### config.mk
export PLATFORM = sky130hd
export DESIGN_NAME = bist_march_ctrl
export DESIGN_NICKNAME = d
export VERILOG_FILES = /design/src/rtl/bist_march_ctrl_pkg.sv /design/src/rtl/bist_march_ctrl_compare.sv /design/src/rtl/bist_march_ctrl.sv
export SDC_FILE = /design/constraint.sdc
export NUM_CORES = 1
export LEC_CHECK = 0
export CAP_MARGIN = 20
export CELL_PAD_IN_SITES_DETAIL_PLACEMENT = 1
export CELL_PAD_IN_SITES_GLOBAL_PLACEMENT = 1
export CORE_ASPECT_RATIO = 0.5
export CORE_MARGIN = 3
export CORE_UTILIZATION = 36
export DETAILED_ROUTE_END_ITERATION = 10
export PLACE_DENSITY = 0.85
export SKIP_LAST_GASP = 1
export SYNTH_ARGS = -nofsm -noshare
export SYNTH_HDL_FRONTEND = slang
export SYNTH_SLANG_ARGS = --single-unit
### constraint.sdc
create_clock -name clk -period 3.1 [get_ports clk]
set_input_delay 0.62 -clock clk [delete_from_list [all_inputs] [get_ports clk]]
set_output_delay 0.62 -clock clk [all_outputs]
set_load 0.05 [all_outputs]
### src/rtl/bist_march_ctrl_pkg.sv
// Shared definitions for the 256x4 SRAM BIST march controller: widths, sequence-word
// field offsets, FSM encoding and data backgrounds. Optional error counter: BIST_ERR_COUNT_EN.
package bist_march_ctrl_pkg;

    localparam int ADDR_W    = 8;
    localparam int DATA_W    = 4;
    localparam int PAT_W     = 2;
    localparam int CNT_W     = 9;
    localparam int SEQ_W     = PAT_W + 1 + ADDR_W;
    localparam int PHASE_BIT = ADDR_W;
    localparam int PAT_LSB   = ADDR_W + 1;

    typedef enum logic [2:0] {
        S_IDLE  = 3'd0,
        S_CLR   = 3'd1,
        S_RUN   = 3'd2,
        S_DRAIN = 3'd3,
        S_DONE  = 3'd4
    } state_e;

    localparam logic [3:0] BG_ZERO = 4'h0;
    localparam logic [3:0] BG_ONE  = 4'hF;
    localparam logic [3:0] BG_CHK  = 4'h5;
    localparam logic [3:0] BG_ICHK = 4'hA;

    // Nibble pattern replicated (or truncated) to the SRAM data width.
    function automatic logic [DATA_W-1:0] background(input logic [PAT_W-1:0] pat);
        logic [3:0]        nib;
        logic [DATA_W-1:0] bits;
        case (pat)
            2'd0:    nib = BG_ZERO;
            2'd1:    nib = BG_ONE;
            2'd2:    nib = BG_CHK;
            default: nib = BG_ICHK;
        endcase
        bits = '0;
        for (int i = 0; i < DATA_W; i++) begin
            bits[i] = nib[i[1:0]];
        end
        return bits;
    endfunction

endpackage

### src/rtl/bist_march_ctrl_compare.sv
// Read-compare stage: one-deep pipe of issued reads, sticky fail flag, first-failure
// capture and, with BIST_ERR_COUNT_EN, a saturating mismatch counter.
module bist_compare
    import bist_march_ctrl_pkg::*;
(
    input  logic              clk,
    input  logic              rst,
    input  logic              clr,
    input  logic              cmd_ce,
    input  logic              cmd_we,
    input  logic [ADDR_W-1:0] cmd_addr,
    input  logic [DATA_W-1:0] cmd_data,
    input  logic [DATA_W-1:0] rd_data,
    output logic              fail,
`ifdef BIST_ERR_COUNT_EN
    output logic [CNT_W-1:0]  err_count,
`endif
    output logic [ADDR_W-1:0] fail_addr,
    output logic [DATA_W-1:0] fail_exp,
    output logic [DATA_W-1:0] fail_act
);

    logic              pipe_v;
    logic [ADDR_W-1:0] pipe_addr;
    logic [DATA_W-1:0] pipe_exp;
    logic              mismatch;

    // Read data returns the cycle after the strobe, so compare against the piped command.
    assign mismatch = pipe_v && (rd_data != pipe_exp);

    always_ff @(posedge clk) begin
        if (rst || clr) begin
            pipe_v    <= 1'b0;
            pipe_addr <= '0;
            pipe_exp  <= '0;
            fail      <= 1'b0;
            fail_addr <= '0;
            fail_exp  <= '0;
            fail_act  <= '0;
        end else begin
            pipe_v    <= cmd_ce && !cmd_we;
            pipe_addr <= cmd_addr;
            pipe_exp  <= cmd_data;
            if (mismatch) begin
                fail <= 1'b1;
                if (!fail) begin
                    fail_addr <= pipe_addr;
                    fail_exp  <= pipe_exp;
                    fail_act  <= rd_data;
                end
            end
        end
    end

`ifdef BIST_ERR_COUNT_EN
    always_ff @(posedge clk) begin
        if (rst || clr) begin
            err_count <= '0;
        end else if (mismatch && (err_count != '1)) begin
            err_count <= err_count + 1'b1;
        end
    end
`endif

endmodule

### src/rtl/bist_march_ctrl.sv
// Sequencing stage of the SRAM BIST: steps the sequence counter, drives the SRAM port
// and reports pass/fail with first-failure capture. Optional counter: BIST_ERR_COUNT_EN.
module bist_march_ctrl
    import bist_march_ctrl_pkg::*;
(
    input  logic              clk,
    input  logic              rst,
    input  logic              start,
    input  logic [SEQ_W-1:0]  seq_in,
    input  logic              seq_cout,
    output logic              seq_rst,
    output logic              seq_cen,
    output logic              sram_ce,
    output logic              sram_we,
    output logic [ADDR_W-1:0] sram_addr,
    output logic [DATA_W-1:0] sram_din,
    input  logic [DATA_W-1:0] sram_dout,
    output logic              busy,
    output logic              done,
    output logic              pass,
    output logic [ADDR_W-1:0] fail_addr,
    output logic [DATA_W-1:0] fail_exp,
    output logic [DATA_W-1:0] fail_act,
`ifdef BIST_ERR_COUNT_EN
    output logic [CNT_W-1:0]  err_count,
`endif
    output state_e            dbg_state
);

    state_e state;
    logic   drain_cnt;
    logic   fail;
    logic   clr;

    assign clr       = (state == S_CLR);
    assign dbg_state = state;

    always_ff @(posedge clk) begin
        if (rst) begin
            state     <= S_IDLE;
            drain_cnt <= 1'b0;
            seq_rst   <= 1'b0;
            seq_cen   <= 1'b0;
            sram_ce   <= 1'b0;
            sram_we   <= 1'b0;
            sram_addr <= '0;
            sram_din  <= '0;
            busy      <= 1'b0;
            done      <= 1'b0;
            pass      <= 1'b0;
        end else begin
            case (state)
                S_IDLE, S_DONE: begin
                    if (start) begin
                        state   <= S_CLR;
                        seq_rst <= 1'b1;
                        busy    <= 1'b1;
                        done    <= 1'b0;
                        pass    <= 1'b0;
                    end
                end
                S_CLR: begin
                    state   <= S_RUN;
                    seq_rst <= 1'b0;
                    seq_cen <= 1'b1;
                end
                S_RUN: begin
                    if (seq_cout) begin
                        state     <= S_DRAIN;
                        drain_cnt <= 1'b0;
                        seq_cen   <= 1'b0;
                        sram_ce   <= 1'b0;
                        sram_we   <= 1'b0;
                    end else begin
                        seq_cen   <= 1'b1;
                        sram_ce   <= 1'b1;
                        sram_we   <= seq_in[PHASE_BIT];
                        sram_addr <= seq_in[ADDR_W-1:0];
                        sram_din  <= background(seq_in[PAT_LSB +: PAT_W]);
                    end
                end
                S_DRAIN: begin
                    // Two cycles let the final read return and be compared before pass is taken.
                    if (drain_cnt) begin
                        state <= S_DONE;
                        busy  <= 1'b0;
                        done  <= 1'b1;
                        pass  <= !fail;
                    end else begin
                        drain_cnt <= 1'b1;
                    end
                end
                default: state <= S_IDLE;
            endcase
        end
    end

    bist_compare u_compare (
        .clk       (clk),
        .rst       (rst),
        .clr       (clr),
        .cmd_ce    (sram_ce),
        .cmd_we    (sram_we),
        .cmd_addr  (sram_addr),
        .cmd_data  (sram_din),
        .rd_data   (sram_dout),
        .fail      (fail),
`ifdef BIST_ERR_COUNT_EN
        .err_count (err_count),
`endif
        .fail_addr (fail_addr),
        .fail_exp  (fail_exp),
        .fail_act  (fail_act)
    );

endmodule

==> results by stage <==
Status:
- The flow ran to the end, and the final reports show no timing, DRC or antenna violations.

Detailed routing:
- The met2 wire length is around 2500 um.
- After detailed routing, the met3 layer carries 186 um of wire.
- Wires add up to just under 5000 um.
- The total number of vias is between 1500 and 2000.
- Once detail routing completed, the nets flagged for antenna violations numbered 0.
- After detailed routing, the number of vias per cell comes to 4.98.
- The number of iterations in the first detailed-routing pass is 4.
- The detailed router finished its first iteration with 30 violations.
- The detailed router used layers up to and including met4.
- The routed length on met1 is ~2200 um.
- The final routed wire length divided by cell count is 15.7 um.
- The final routed DRC violation total is 0.

Floorplanning:
- Measured along the x axis, the die boundary spans 105 um.
- Measured along the y axis, the die boundary spans 55.7 um.
- The floorplan step defined a die boundary enclosing 5870 sq um.
- During I/O placement, the number of pins put on the boundary was 57.
- The initial standard-cell utilization of the core is 0.389.
- The core region is 4570 sq um.
- After floorplanning, the core was divided into 17 placement rows.

GRT:
- The initial antenna violation count is 0.
- The via count of the first global-routing pass is 1619.
- The residual overflow from global routing is 0.
- The total global routing track utilization is 0.174.
- Entering global routing, the biggest net connects 26 pins.
- The first global-routing pass estimated approximately 8100 um of wire.

Critical path:
- The slowest stage of the critical path belongs to the cell sky130_fd_sc_hd__clkdlybuf4s50_1.
- The data arrival time of the worst path is 1.70 ns.
- The top cell family by delay on the critical path is buffers and inverters.
- The reg-to-reg endpoint is sram_addr[3].
- The start of the worst register-to-register path is dbg_state[1].
- The critical path starts at dbg_state[0].
- The setup check on the worst reg-to-reg path leaves a slack of 1.37 ns.
- In this run the worst path has a maximum fanout of 10.
- The critical path ends at dbg_state[0].
- The kind of end point of the critical path is an output pin.
- The signal on the critical path passes through clkdlybuf4s50_1.
- The largest single stage delay on the critical path is 0.87 ns.
- The critical path is of the register to output pin type.
- The kind of start point of the critical path is a register.
- In this run the number of cells on the critical path is 1.
- The critical path required time is 2.48 ns.
- Counting both buffers and inverters, the worst setup path holds a total of 1.
- The cell count of the worst reg-to-reg path is 4.

Cells and area:
- In the final layout, the share of cells above drive strength 1 is 0.0567.
- Leaving out fill and tap cells, the most frequent cell in the layout is sky130_fd_sc_hd__clkdlybuf4s50_1.
- 0 antenna diodes ended up in the layout.
- The library cells used most frequently in the layout, excluding fill and tap cells, are sky130_fd_sc_hd__clkdlybuf4s50_1 (56), sky130_fd_sc_hd__dfxtp_1 (47), sky130_fd_sc_hd__nand2_1 (23).
- The net count of the finished layout is 267.
- The layout-stage area growth over the synthesis result is 36.9%.

Clock network:
- Counting every sink on the clock net gives 47.
- The clock edge transition at the registers on the reported setup and hold paths is ~0.080 ns.
- The cell sitting at the root of the clock tree is a sky130_fd_sc_hd__clkbuf_8.
- The clock tree from TritonCTS is built.
- The H-tree generated during clock tree synthesis spans 2 levels.
- The clock latency at the later pin of the worst-skew pair is just over 0.3 ns.
- The buffer levels on the longest clock path is 2.
- The number of gates resized after CTS was 0.
- The post-CTS setup buffer count is 0.
- The hold-fix buffer count after cts is 0.
- TritonCTS created 5 clock buffers.

Timing:
- In the post-route analysis, the smallest setup slack over all paths is just under 0.8 ns.
- For the pin with the worst max-slew slack, the measured transition is 0.981 ns.
- The final-report hold violation count is 0.
- The final clock period utilization by the worst path is 0.748.
- Setup violations remaining at the end of the flow were counted as 0.
- The headroom to the max-slew limit is 0.345.
- Timing would allow up to 0.431 GHz.
- Setup total negative slack on the finished layout was measured at 0 ns.
- The shortest period the worst path allows is 2.32 ns.
- The final clock skew is 0.0118 ns.
- Setup repair after global routing left no endpoint under its margin.
- The final-report max-slew violation count was 0.

Logic synthesis:
- The total number of yosys warnings is 0.
- The synthesized net count is approximately 220.
- Yosys mapped the design onto 35 distinct sky130hd cell types.
- After synthesis the cells add up to 1780 sq um.
- The share of the Yosys chip area taken by registers is 0.529.
- The cell count after synthesis is slightly below 200.
- The register bit total from synthesis is 47.
- The mean instance size in the synthesized netlist is 9.07 sq um.

Pwr:
- The power consumption is 1220 uW.
- The peak ir drop on the vdd network is 236 uV.
- For this design the ratio of total power to cell area is about 500 nW/um^2.
- The static leakage is 0.000857 uW.

Placed design:
- The total half-perimeter wirelength after legalization and detailed placement is 3540 um.
- Timing analysis after detailed placement gives a worst setup slack of 0.754 ns.
- The port buffer count is 56.
- The congestion estimate from routability-driven global placement came to 0.713.

Flow run:
- The number of maximum-capacitance violations is 0.

Min path:
- The worst hold path class is register to register.
==> per-stage QoR <==
stage | cell area [sq um] | instances | hold WS (ns) | util
2_1_floorplan | 1780 | 196 | 0.428 | -
4_1_cts | 2430 | 313 | 0.467 | 0.532
3_3_place_gp | 2350 | 305 | 0.439 | 0.514
5_1_grt | 2430 | 313 | 0.487 | 0.532
6_report | 2430 | 313 | 0.471 | 0.532
3_5_place_dp | 2350 | 305 | 0.455 | 0.514
==> synth_stat cells, drive strengths merged <==
library cell  count  share of area
a211oi            2         0.0084
a21boi           14          0.059
a21oi            15          0.042
a22oi             1         0.0042
a31oi             1         0.0035
and2             11          0.039
and3              3          0.011
buf               8          0.033
clkbuf            7          0.015
dfxtp            47           0.53
ha                2          0.014
inv               1         0.0021
nand2            23          0.049
nand2b            1         0.0035
nand3            14          0.039
nand3b            1         0.0042
nand4b            1         0.0049
nor2             11          0.025
nor2b             2         0.0070
nor3              6          0.020
nor3b             2         0.0084
nor4              1         0.0035
nor4b             1         0.0049
o21ai            16          0.045
o22a              1         0.0049
o22ai             1         0.0070
or2               2         0.0070
or3b              1         0.0063
==> flip-flops by register name (all words and copies together), names as in the netlist, 2 cells and up <==
signal / cells
u_compare.fail_addr: 8
sram_addr: 8
u_compare.fail_exp: 2
u_compare.pipe_addr: 8
u_compare.fail_act: 4
u_compare.pipe_exp: 2
sram_din: 2
dbg_state: 3
==> worst reg2reg max path, stage by stage (launching register included) <==
cell                      delay [ns]
sky130_fd_sc_hd__dfxtp_1        0.47
sky130_fd_sc_hd__or3b_4         0.45
sky130_fd_sc_hd__nor2_2         0.40
sky130_fd_sc_hd__nand2_1        0.14
sky130_fd_sc_hd__a21oi_1        0.20
==> metal layers <==
metal / global-route usage / up-vias
li1: - / 767
met1: 0.207 / 751
met2: 0.308 / 32
met3: 0.0429 / 8
met4: 0.0617 / 0
met5: 0 / -
==> final cells by class <==
type	instances	area (sq um)
clock buffer	6	72.6
clock inverter	2	12.5
fill	528	2140
inverter	1	3.75
multi-input combinational	133	747
sequential	47	941
tap	66	82.6
timing repair buffer	58	576
==> kinds of logic (layout without fill, tap and decap cells) <==
kind of cell,Yosys count,count (layout),share of synthesized area
AOI/OAI and AO/OA,51,51,0.175
DFF,47,47,0.529
and+or+nand+nor,80,80,0.232
buffers and inverters,16,67,0.0507
adders and majority gates,2,2,0.0141
==> worst min-delay path by stage <==
stage / startpoint / endpoint / slack, ns / depth (start not counted)
after CTS: u_compare.pipe_addr[2] / u_compare.fail_addr[2] / 0.47 / 2
after floorplan: u_compare.pipe_addr[2] / u_compare.fail_addr[2] / 0.43 / 2
after detailed placement: u_compare.pipe_addr[2] / u_compare.fail_addr[2] / 0.45 / 2
final: u_compare.pipe_addr[2] / u_compare.fail_addr[2] / 0.47 / 2
after global placement: seq_rst / seq_rst / 0.44 / 2
after global routing: u_compare.pipe_addr[2] / u_compare.fail_addr[2] / 0.49 / 2
==> power breakdown <==
group / switching [uW] / total (uW) / internal [uW]
Clock: 209 / 367 / 158
Combinational: 127 / 205 / 78.7
Sequential: 19.4 / 643 / 624
Total: 355 / 1220 / 861
No activity file was read; power rests on OpenSTA's default activity.
